===== src/rtl/riscv_ctrl_pkg.sv =====
// Shared encodings for the RV32I multi-cycle control unit: opcodes, branch funct3,
// datapath select encodings, FSM states and instruction classification helpers.
package riscv_ctrl_pkg;

  localparam logic [6:0] OpR      = 7'b0110011;
  localparam logic [6:0] OpIAlu   = 7'b0010011;
  localparam logic [6:0] OpLoad   = 7'b0000011;
  localparam logic [6:0] OpStore  = 7'b0100011;
  localparam logic [6:0] OpBranch = 7'b1100011;
  localparam logic [6:0] OpJal    = 7'b1101111;
  localparam logic [6:0] OpJalr   = 7'b1100111;
  localparam logic [6:0] OpLui    = 7'b0110111;
  localparam logic [6:0] OpAuipc  = 7'b0010111;

  localparam logic [2:0] F3Beq  = 3'b000;
  localparam logic [2:0] F3Bne  = 3'b001;
  localparam logic [2:0] F3Blt  = 3'b100;
  localparam logic [2:0] F3Bge  = 3'b101;
  localparam logic [2:0] F3Bltu = 3'b110;
  localparam logic [2:0] F3Bgeu = 3'b111;

  typedef enum logic [2:0] {
    ImmI = 3'd0,
    ImmS = 3'd1,
    ImmB = 3'd2,
    ImmU = 3'd3,
    ImmJ = 3'd4
  } imm_sel_e;

  typedef enum logic [1:0] {
    WbMem = 2'd0,
    WbAlu = 2'd1,
    WbPc4 = 2'd2
  } wb_sel_e;

  localparam logic PcPlus4 = 1'b0;
  localparam logic PcAlu   = 1'b1;
  localparam logic ASelReg = 1'b0;
  localparam logic ASelPc  = 1'b1;
  localparam logic BSelReg = 1'b0;
  localparam logic BSelImm = 1'b1;

  typedef enum logic [2:0] {FETCH, DECODE, EXEC, MEM, WB, TRAP} ctrl_state_e;

  typedef enum logic [3:0] {
    ClsR, ClsIAlu, ClsLoad, ClsStore, ClsBranch, ClsJal, ClsJalr, ClsLui, ClsAuipc, ClsIllegal
  } inst_class_e;

  function automatic inst_class_e decode_class(input logic [6:0] opcode,
                                               input logic [2:0] funct3);
    inst_class_e cls;
    case (opcode)
      OpR:      cls = ClsR;
      OpIAlu:   cls = ClsIAlu;
      OpLoad:   cls = ClsLoad;
      OpStore:  cls = ClsStore;
      // funct3 010/011 are unassigned branch encodings
      OpBranch: cls = (funct3[2:1] == 2'b01) ? ClsIllegal : ClsBranch;
      OpJal:    cls = ClsJal;
      OpJalr:   cls = ClsJalr;
      OpLui:    cls = ClsLui;
      OpAuipc:  cls = ClsAuipc;
      default:  cls = ClsIllegal;
    endcase
    return cls;
  endfunction

  function automatic imm_sel_e imm_sel_for(input inst_class_e cls);
    imm_sel_e sel;
    case (cls)
      ClsStore:         sel = ImmS;
      ClsBranch:        sel = ImmB;
      ClsLui, ClsAuipc: sel = ImmU;
      ClsJal:           sel = ImmJ;
      default:          sel = ImmI;
    endcase
    return sel;
  endfunction

  function automatic logic a_sel_for(input inst_class_e cls);
    return (cls == ClsAuipc || cls == ClsJal || cls == ClsBranch) ? ASelPc : ASelReg;
  endfunction

  function automatic logic b_sel_for(input inst_class_e cls);
    return (cls == ClsR || cls == ClsIllegal) ? BSelReg : BSelImm;
  endfunction

endpackage


===== src/rtl/riscv_mc_control_if.sv =====
// Control-unit <-> datapath bundle: fetched instruction, compare flags, DMEM handshake
// and all control strobes. master = control unit, slave = datapath/memory side.
interface riscv_mc_control_if #(
  parameter int unsigned CNT_W = 32
);
  logic [31:0]      inst;
  logic             BrEq;
  logic             BrLT;
  logic             mem_ready;
  logic             PCSel;
  logic [2:0]       ImmSel;
  logic             RegWEn;
  logic             BrUn;
  logic             BSel;
  logic             ASel;
  logic             MemRW;
  logic [1:0]       WBSel;
  logic             PCWEn;
  logic             IRWEn;
  logic             retire;
  logic [CNT_W-1:0] instret;
  logic             illegal;

  modport master (
    input  inst, BrEq, BrLT, mem_ready,
    output PCSel, ImmSel, RegWEn, BrUn, BSel, ASel, MemRW, WBSel,
    output PCWEn, IRWEn, retire, instret, illegal
  );

  modport slave (
    output inst, BrEq, BrLT, mem_ready,
    input  PCSel, ImmSel, RegWEn, BrUn, BSel, ASel, MemRW, WBSel,
    input  PCWEn, IRWEn, retire, instret, illegal
  );
endinterface


===== src/rtl/riscv_branch_resolve.sv =====
// Branch condition resolution from funct3 and the datapath compare flags.
module riscv_branch_resolve
  import riscv_ctrl_pkg::*;
(
  input  logic [2:0] i_funct3,
  input  logic       i_br_eq,
  input  logic       i_br_lt,
  output logic       o_br_un,
  output logic       o_taken
);

  assign o_br_un = i_funct3[1];

  always_comb begin
    o_taken = 1'b0;
    case (i_funct3)
      F3Beq:          o_taken = i_br_eq;
      F3Bne:          o_taken = ~i_br_eq;
      F3Blt, F3Bltu:  o_taken = i_br_lt;
      F3Bge, F3Bgeu:  o_taken = ~i_br_lt;
      default:        o_taken = 1'b0;
    endcase
  end

endmodule


===== src/rtl/riscv_mc_control.sv =====
// Multi-cycle RV32I control FSM (FETCH/DECODE/EXEC/MEM/WB/TRAP) with PC/IR strobes,
// DMEM ready handshake, retired-instruction counter and sticky illegal trap.
module riscv_mc_control
  import riscv_ctrl_pkg::*;
#(
  parameter int unsigned CNT_W       = 32,
  parameter int unsigned RST_PC_HOLD = 1
) (
  input logic                clk,
  input logic                rst_n,
  riscv_mc_control_if.master bus
);

  localparam logic [1:0] HoldInit = 2'(RST_PC_HOLD);

  ctrl_state_e      r_state, w_state_nxt;
  logic [1:0]       r_hold, w_hold_nxt;
  logic [31:0]      r_ir;
  logic [CNT_W-1:0] r_instret;
  logic             r_illegal;

  inst_class_e w_cls;
  logic        w_br_un, w_taken;
  logic        w_irwen, w_pcwen, w_regwen, w_memrw, w_pcsel, w_brun, w_asel, w_bsel;
  imm_sel_e    w_imm_sel;
  wb_sel_e     w_wb_sel;
  logic        w_unused_ir;

  assign w_cls       = decode_class(r_ir[6:0], r_ir[14:12]);
  assign w_unused_ir = ^{r_ir[31:15], r_ir[11:7]};

  riscv_branch_resolve u_branch (
    .i_funct3 (r_ir[14:12]),
    .i_br_eq  (bus.BrEq),
    .i_br_lt  (bus.BrLT),
    .o_br_un  (w_br_un),
    .o_taken  (w_taken)
  );

  always_comb begin
    w_state_nxt = r_state;
    w_hold_nxt  = r_hold;
    w_irwen     = 1'b0;
    w_pcwen     = 1'b0;
    w_regwen    = 1'b0;
    w_memrw     = 1'b0;
    w_pcsel     = PcPlus4;
    w_brun      = 1'b0;
    w_asel      = ASelReg;
    w_bsel      = BSelReg;
    w_imm_sel   = ImmI;
    w_wb_sel    = WbMem;
    unique case (r_state)
      FETCH: begin
        if (r_hold != 2'd0) begin
          w_hold_nxt = r_hold - 2'd1;
        end else begin
          w_irwen     = 1'b1;
          w_state_nxt = DECODE;
        end
      end
      DECODE: begin
        w_imm_sel   = imm_sel_for(w_cls);
        w_state_nxt = (w_cls == ClsIllegal) ? TRAP : EXEC;
      end
      EXEC: begin
        w_imm_sel = imm_sel_for(w_cls);
        w_asel    = a_sel_for(w_cls);
        w_bsel    = b_sel_for(w_cls);
        case (w_cls)
          ClsBranch: begin
            w_brun      = w_br_un;
            w_pcsel     = w_taken;
            w_pcwen     = 1'b1;
            w_state_nxt = FETCH;
          end
          ClsLoad, ClsStore: w_state_nxt = MEM;
          default:           w_state_nxt = WB;
        endcase
      end
      MEM: begin
        w_imm_sel = imm_sel_for(w_cls);
        w_asel    = a_sel_for(w_cls);
        w_bsel    = b_sel_for(w_cls);
        w_memrw   = (w_cls == ClsStore);
        if (bus.mem_ready) begin
          // Stores retire straight out of MEM; loads still need a writeback cycle
          if (w_cls == ClsStore) begin
            w_pcwen     = 1'b1;
            w_state_nxt = FETCH;
          end else begin
            w_state_nxt = WB;
          end
        end
      end
      WB: begin
        w_imm_sel   = imm_sel_for(w_cls);
        w_asel      = a_sel_for(w_cls);
        w_bsel      = b_sel_for(w_cls);
        w_regwen    = 1'b1;
        w_pcwen     = 1'b1;
        w_state_nxt = FETCH;
        case (w_cls)
          ClsLoad:        w_wb_sel = WbMem;
          ClsJal, ClsJalr: begin
            w_wb_sel = WbPc4;
            w_pcsel  = PcAlu;
          end
          default:        w_wb_sel = WbAlu;
        endcase
      end
      TRAP:    w_state_nxt = TRAP;
      default: w_state_nxt = FETCH;
    endcase
  end

  always_ff @(posedge clk or negedge rst_n) begin
    if (!rst_n) begin
      r_state   <= FETCH;
      r_hold    <= HoldInit;
      r_ir      <= '0;
      r_instret <= '0;
      r_illegal <= 1'b0;
    end else begin
      r_state <= w_state_nxt;
      r_hold  <= w_hold_nxt;
      if (w_irwen) begin
        r_ir <= bus.inst;
      end
      if (w_pcwen) begin
        r_instret <= r_instret + CNT_W'(1);
      end
      if (r_state == DECODE && w_cls == ClsIllegal) begin
        r_illegal <= 1'b1;
      end
    end
  end

  // Reset state is FETCH; with no hold configured IRWEn must still stay low in reset
  assign bus.IRWEn   = w_irwen & rst_n;
  assign bus.PCWEn   = w_pcwen;
  assign bus.retire  = w_pcwen;
  assign bus.RegWEn  = w_regwen;
  assign bus.MemRW   = w_memrw;
  assign bus.PCSel   = w_pcsel;
  assign bus.BrUn    = w_brun;
  assign bus.ASel    = w_asel;
  assign bus.BSel    = w_bsel;
  assign bus.ImmSel  = w_imm_sel;
  assign bus.WBSel   = w_wb_sel;
  assign bus.instret = r_instret;
  assign bus.illegal = r_illegal;

endmodule


===== src/flat_wrapper.sv =====
// flat-port wrapper written by rule: the top's interface ports become plain ports
module riscv_mc_control_flat import riscv_ctrl_pkg::*;
#(
  parameter int unsigned CNT_W       = 32,
  parameter int unsigned RST_PC_HOLD = 1
)
  (clk, rst_n, bus_inst, bus_BrEq, bus_BrLT, bus_mem_ready, bus_PCSel, bus_ImmSel, bus_RegWEn, bus_BrUn, bus_BSel, bus_ASel, bus_MemRW, bus_WBSel, bus_PCWEn, bus_IRWEn, bus_retire, bus_instret, bus_illegal);
  riscv_mc_control_if #(.CNT_W(CNT_W)) bus_i ();
  input logic clk;
  input logic rst_n;
  input wire logic [$bits(bus_i.inst)-1:0] bus_inst;
  input wire logic [$bits(bus_i.BrEq)-1:0] bus_BrEq;
  input wire logic [$bits(bus_i.BrLT)-1:0] bus_BrLT;
  input wire logic [$bits(bus_i.mem_ready)-1:0] bus_mem_ready;
  output wire logic [$bits(bus_i.PCSel)-1:0] bus_PCSel;
  output wire logic [$bits(bus_i.ImmSel)-1:0] bus_ImmSel;
  output wire logic [$bits(bus_i.RegWEn)-1:0] bus_RegWEn;
  output wire logic [$bits(bus_i.BrUn)-1:0] bus_BrUn;
  output wire logic [$bits(bus_i.BSel)-1:0] bus_BSel;
  output wire logic [$bits(bus_i.ASel)-1:0] bus_ASel;
  output wire logic [$bits(bus_i.MemRW)-1:0] bus_MemRW;
  output wire logic [$bits(bus_i.WBSel)-1:0] bus_WBSel;
  output wire logic [$bits(bus_i.PCWEn)-1:0] bus_PCWEn;
  output wire logic [$bits(bus_i.IRWEn)-1:0] bus_IRWEn;
  output wire logic [$bits(bus_i.retire)-1:0] bus_retire;
  output wire logic [$bits(bus_i.instret)-1:0] bus_instret;
  output wire logic [$bits(bus_i.illegal)-1:0] bus_illegal;
  assign bus_i.inst = bus_inst;
  assign bus_i.BrEq = bus_BrEq;
  assign bus_i.BrLT = bus_BrLT;
  assign bus_i.mem_ready = bus_mem_ready;
  assign bus_PCSel = bus_i.PCSel;
  assign bus_ImmSel = bus_i.ImmSel;
  assign bus_RegWEn = bus_i.RegWEn;
  assign bus_BrUn = bus_i.BrUn;
  assign bus_BSel = bus_i.BSel;
  assign bus_ASel = bus_i.ASel;
  assign bus_MemRW = bus_i.MemRW;
  assign bus_WBSel = bus_i.WBSel;
  assign bus_PCWEn = bus_i.PCWEn;
  assign bus_IRWEn = bus_i.IRWEn;
  assign bus_retire = bus_i.retire;
  assign bus_instret = bus_i.instret;
  assign bus_illegal = bus_i.illegal;
  riscv_mc_control #(.CNT_W(CNT_W), .RST_PC_HOLD(RST_PC_HOLD)) u_core (.clk(clk), .rst_n(rst_n), .bus(bus_i));
endmodule

===== config.mk =====
export PLATFORM = sky130hd
export DESIGN_NAME = riscv_mc_control_flat
export DESIGN_NICKNAME = d
export VERILOG_FILES = /design/src/rtl/riscv_ctrl_pkg.sv /design/src/rtl/riscv_mc_control_if.sv /design/src/rtl/riscv_branch_resolve.sv /design/src/rtl/riscv_mc_control.sv /design/src/flat_wrapper.sv
export SDC_FILE = /design/constraint.sdc
export NUM_CORES = 1
export LEC_CHECK = 0
export ABC_AREA = 0
export CAP_MARGIN = 20
export CORE_MARGIN = 5
export CORE_UTILIZATION = 46
export DETAILED_ROUTE_END_ITERATION = 10
export GPL_ROUTABILITY_DRIVEN = 0
export PLACE_DENSITY = 0.78
export SLEW_MARGIN = 0
export SYNTH_ARGS = -nofsm -noshare
export SYNTH_HDL_FRONTEND = slang
export SYNTH_SLANG_ARGS = --single-unit

===== constraint.sdc =====
create_clock -name clk -period 6.25 [get_ports clk]
set_input_delay 1.5625 -clock clk [delete_from_list [all_inputs] [get_ports clk]]
set_output_delay 1.5625 -clock clk [all_outputs]
set_load 0.01 [all_outputs]

==> results.py <==
metrics = {
    "finish": {
        "areaGrowthSynthToFinish_pct": 29.1,
        "drive_gt1_share_pct": 11.9,
        "final_util_pct": 60.5,
        "fin_nets": 349,
        "fin_area_um2": 3310,
        "stdcell_count": 383,
        "insertedDiodeCount": 0,
    },
    "power": {
        "pwr-share-clk_pct": 20.1,
        "intPower_w": 0.000629,
        "max-vdd-ir-drop_mv": 0.163,
        "seqPwrFrac_pct": 45.2,
        "total_leakage_power_nw": 1.39,
        "switching_share_pct": 36.9,
        "combPwrFrac_pct": 34.7,
        "totalPowerFinal_w": 0.000997,
        "p_per_area_nw_per_um2": 301,
        "power.switching_w": 0.000368,
    },
    "outcome": {
        "status": "finished clean",
    },
    "cts": {
        "h-tree-depth": 2,
        "clk_latency_ns": 0.30,
        "path_clk_slew_ns": 0.08,
        "cts.sinks": 48,
        "postCtsSetupRepairBufs": 0,
        "cts_tree": "done",
        "ctsRootBufferMaster": "clkbuf_8",
        "clockBufferDepth": 2,
        "cts_buffers": 5,
        "cts_resized": 0,
        "ctsHoldBuffers": 0,
    },
    "timing": {
        "relSlewSlack_pct": 59.0,
        "period_minus_slack_ns": 4.87,
        "finalHoldViolCount": 0,
        "timing.final.max_slew_violations": 0,
        "period_share_pct": 77.9,
        "rsz0062_at_grt": "false",
        "setup_viol": 0,
        "setup-tns-final_ns": 0,
        "clock_skew_ns": 0.00945,
        "max_freq_mhz": 205,
        "worst_pin_slew_ns": 0.615,
    },
    "hold_path": {
        "hold_start": "u_core.bus.instret[31]",
        "min_path_type": "flip-flop to flip-flop",
        "min_path_cells": 1,
        "min_to": "u_core.bus.instret[31]",
    },
    "worst_setup_path": {
        "ff2ff_path_depth": 7,
        "worstPathRequired_ns": 4.69,
        "critPathArrivalTime_ns": 3.31,
        "cp_max_fo": 21,
        "start_kind": "input pin",
        "end_kind": "output pin",
        "timing.rr.start": "u_core.r_ir[3]",
        "timing.rr.end": "u_core.bus.instret[31]",
        "regToRegSetupSlack_ns": 4.04,
        "critical_path_class": "input pin to output pin",
    },
    "route": {
        "final_antenna_net_count": 0,
        "vias_per_cell": 5.52,
        "wl_mm": 5.83,
        "drcViolationCount": 0,
        "drtIter0Drc": 101,
        "wire_per_inst_um": 15.2,
        "dr.pass1.iters": 4,
        "dr_total_vias": 2114,
    },
    "global_routing": {
        "grt_pass1_wl_mm": 10.1,
        "grt_pass1_vias": 2118,
        "antenna_found_initial": 0,
        "grt_usage_pct": 17.1,
        "overflow": 0,
        "grt_max_degree": 49,
    },
    "synthesis": {
        "synthCells": 251,
        "synth_compound_area_share_pct": 4.88,
        "synth.cell_area_um2": 2570,
        "syn_avg_cell_area_um2": 10.2,
        "synthMuxAreaShare_pct": 4.34,
        "synthArstFlopShare_pct": 100,
        "synthSimpleGateAreaFrac_pct": 27.6,
        "synth_ff_type": "dfrtp_1",
        "syn_nets": 290,
        "synth_cell_types": 47,
        "synth_xor_area_share_pct": 11.6,
        "ys_seq_elements": 48,
        "synthAdderAreaFrac_pct": 0.975,
        "synth_top_family_by_area": "simple AND/OR/NAND/NOR gates",
        "ys_warn_count": 0,
        "yosysSeqAreaShare_pct": 46.9,
        "synth_edf_count": 0,
    },
    "place": {
        "place_area_um2": 3210,
        "port_buffers": 61,
        "hpwl_mm": 4.27,
        "dpl.cell_count": 375,
    },
    "floorplanning": {
        "ioPinCount": 84,
        "die_x_um": 84.7,
        "start_util_pct": 46.9,
        "row_count": 27,
        "die-area_um2": 7170,
        "die_h_um": 84.7,
        "design.core.area_um2": 5470,
    },
    "run": {
        "drv_cap": 0,
    },
}
[flip-flops by register name (all words and copies together), names as in the netlist]
| signal | count |
|---|---|
| u_core.bus.instret | 32 |
| u_core.r_ir | 10 |
| u_core.r_state | 3 |
| u_core.bus.illegal | 1 |
| u_core.r_hold | 2 |
[placed cells by master, fill, tap and decap left out, drive strengths merged, types with 2 or more instances in the layout]
cell	Yosys	layout
ha	2	2
a31o	2	2
nor3b	2	2
nand3b	2	2
inv	8	8
clkbuf	4	8
nor3	17	17
o21ai	4	4
nand2b	5	5
and3	8	8
nor2	12	12
xnor2	14	14
a221oi	2	2
mux2	9	9
clkdlybuf4s50	0	60
o31ai	2	2
buf	7	3
nand2	28	28
or2	2	2
or3	2	2
dfrtp	47	47
xor2	20	20
nor2b	2	2
a21oi	5	5
nand4	14	14
nand3	8	8
and2	3	3
nor4	11	11
[cell families after synthesis]
family / Yosys count
adders and majority gates: 2
buffers and inverters: 19
DFF: 48
AOI/OAI and AO/OA: 18
muxes: 10
xor gates and xnor gates: 34
and+or+nand+nor: 120
[through the flow]
stage	setup slack [ns]	hold slack, ns
floorplan	2.39	0.484
global placement	1.36	0.455
detailed placement	1.38	0.461
CTS	1.36	0.473
global route	1.31	0.510
finish	1.38	0.464
[critical path, stage by stage]
cell	delay, ns
clkdlybuf4s50_1	0.44
a221oi_2	0.26
buf_4	0.31
inv_2	0.19
clkdlybuf4s50_1	0.53
[worst max-delay path by stage]
stage | startpoint | cells past startpoint | endpoint | slack, ns
after floorplan | bus_mem_ready | 4 | bus_retire | 2.39
after global placement | bus_mem_ready | 5 | bus_PCWEn | 1.36
after detailed placement | bus_mem_ready | 5 | bus_retire | 1.38
after CTS | bus_mem_ready | 5 | bus_retire | 1.36
after global routing | bus_mem_ready | 5 | bus_PCWEn | 1.31
final | bus_mem_ready | 5 | bus_retire | 1.38
[per-layer routing]
metal / vias up / global-route usage [%] / part of all wire, %
met5: - / 0 / 0
met4: 0 / 5.04 / 0.26
met3: 2 / 4.71 / 5.8
met2: 77 / 27.5 / 49
met1: 1028 / 22.5 / 45
li1: 1007 / - / -
[synthesized netlist by cell type (2+ instances only)]
master    count  area [um2]
and3_1        8        50.1
xor2_1       20         175
or3_1         2        12.5
a21oi_1       5        25.0
buf_6         2        22.5
nor2_1       11        41.3
inv_1         7        26.3
xnor2_1      14         123
clkbuf_1      4        15.0
nand4_1      14        87.6
nand3_1       7        35.0
buf_2         4        20.0
o21ai_0       4        20.0
a31o_2        2        17.5
nor2b_1       2        12.5
nor4_2        6        75.1
nor4_1        4        25.0
mux2_2        9         101
nand2b_1      5        31.3
nand2_1      28         105
nand3b_1      2        15.0
ha_1          2        25.0
and2_1        3        18.8
o31ai_1       2        15.0
nor3_1       16        80.1
dfrtp_1      47        1180
[power groups by stage]
stage | Sequential (W) | Combinational [W] | Clock [W]
final | 0.000451 | 0.000346 | 0.000200
after global routing | 0.000466 | 0.000377 | 0.000220
after CTS | 0.000451 | 0.000348 | 0.000209
after detailed placement | 0.000457 | 0.000347 | 0
after global placement | 0.000453 | 0.000338 | 0
after floorplan | 0.000428 | 0.000255 | 0
[final cells by class]
class                   count  area, um2
well taps                  72       90.1
flip-flops and latches     48       1200
fillers                   479       2160
clock buffers               8        100
inverters                   8       30.0
multi-input cells         184       1270
repair buffers             63        621
(Power assumes the default switching activity.)
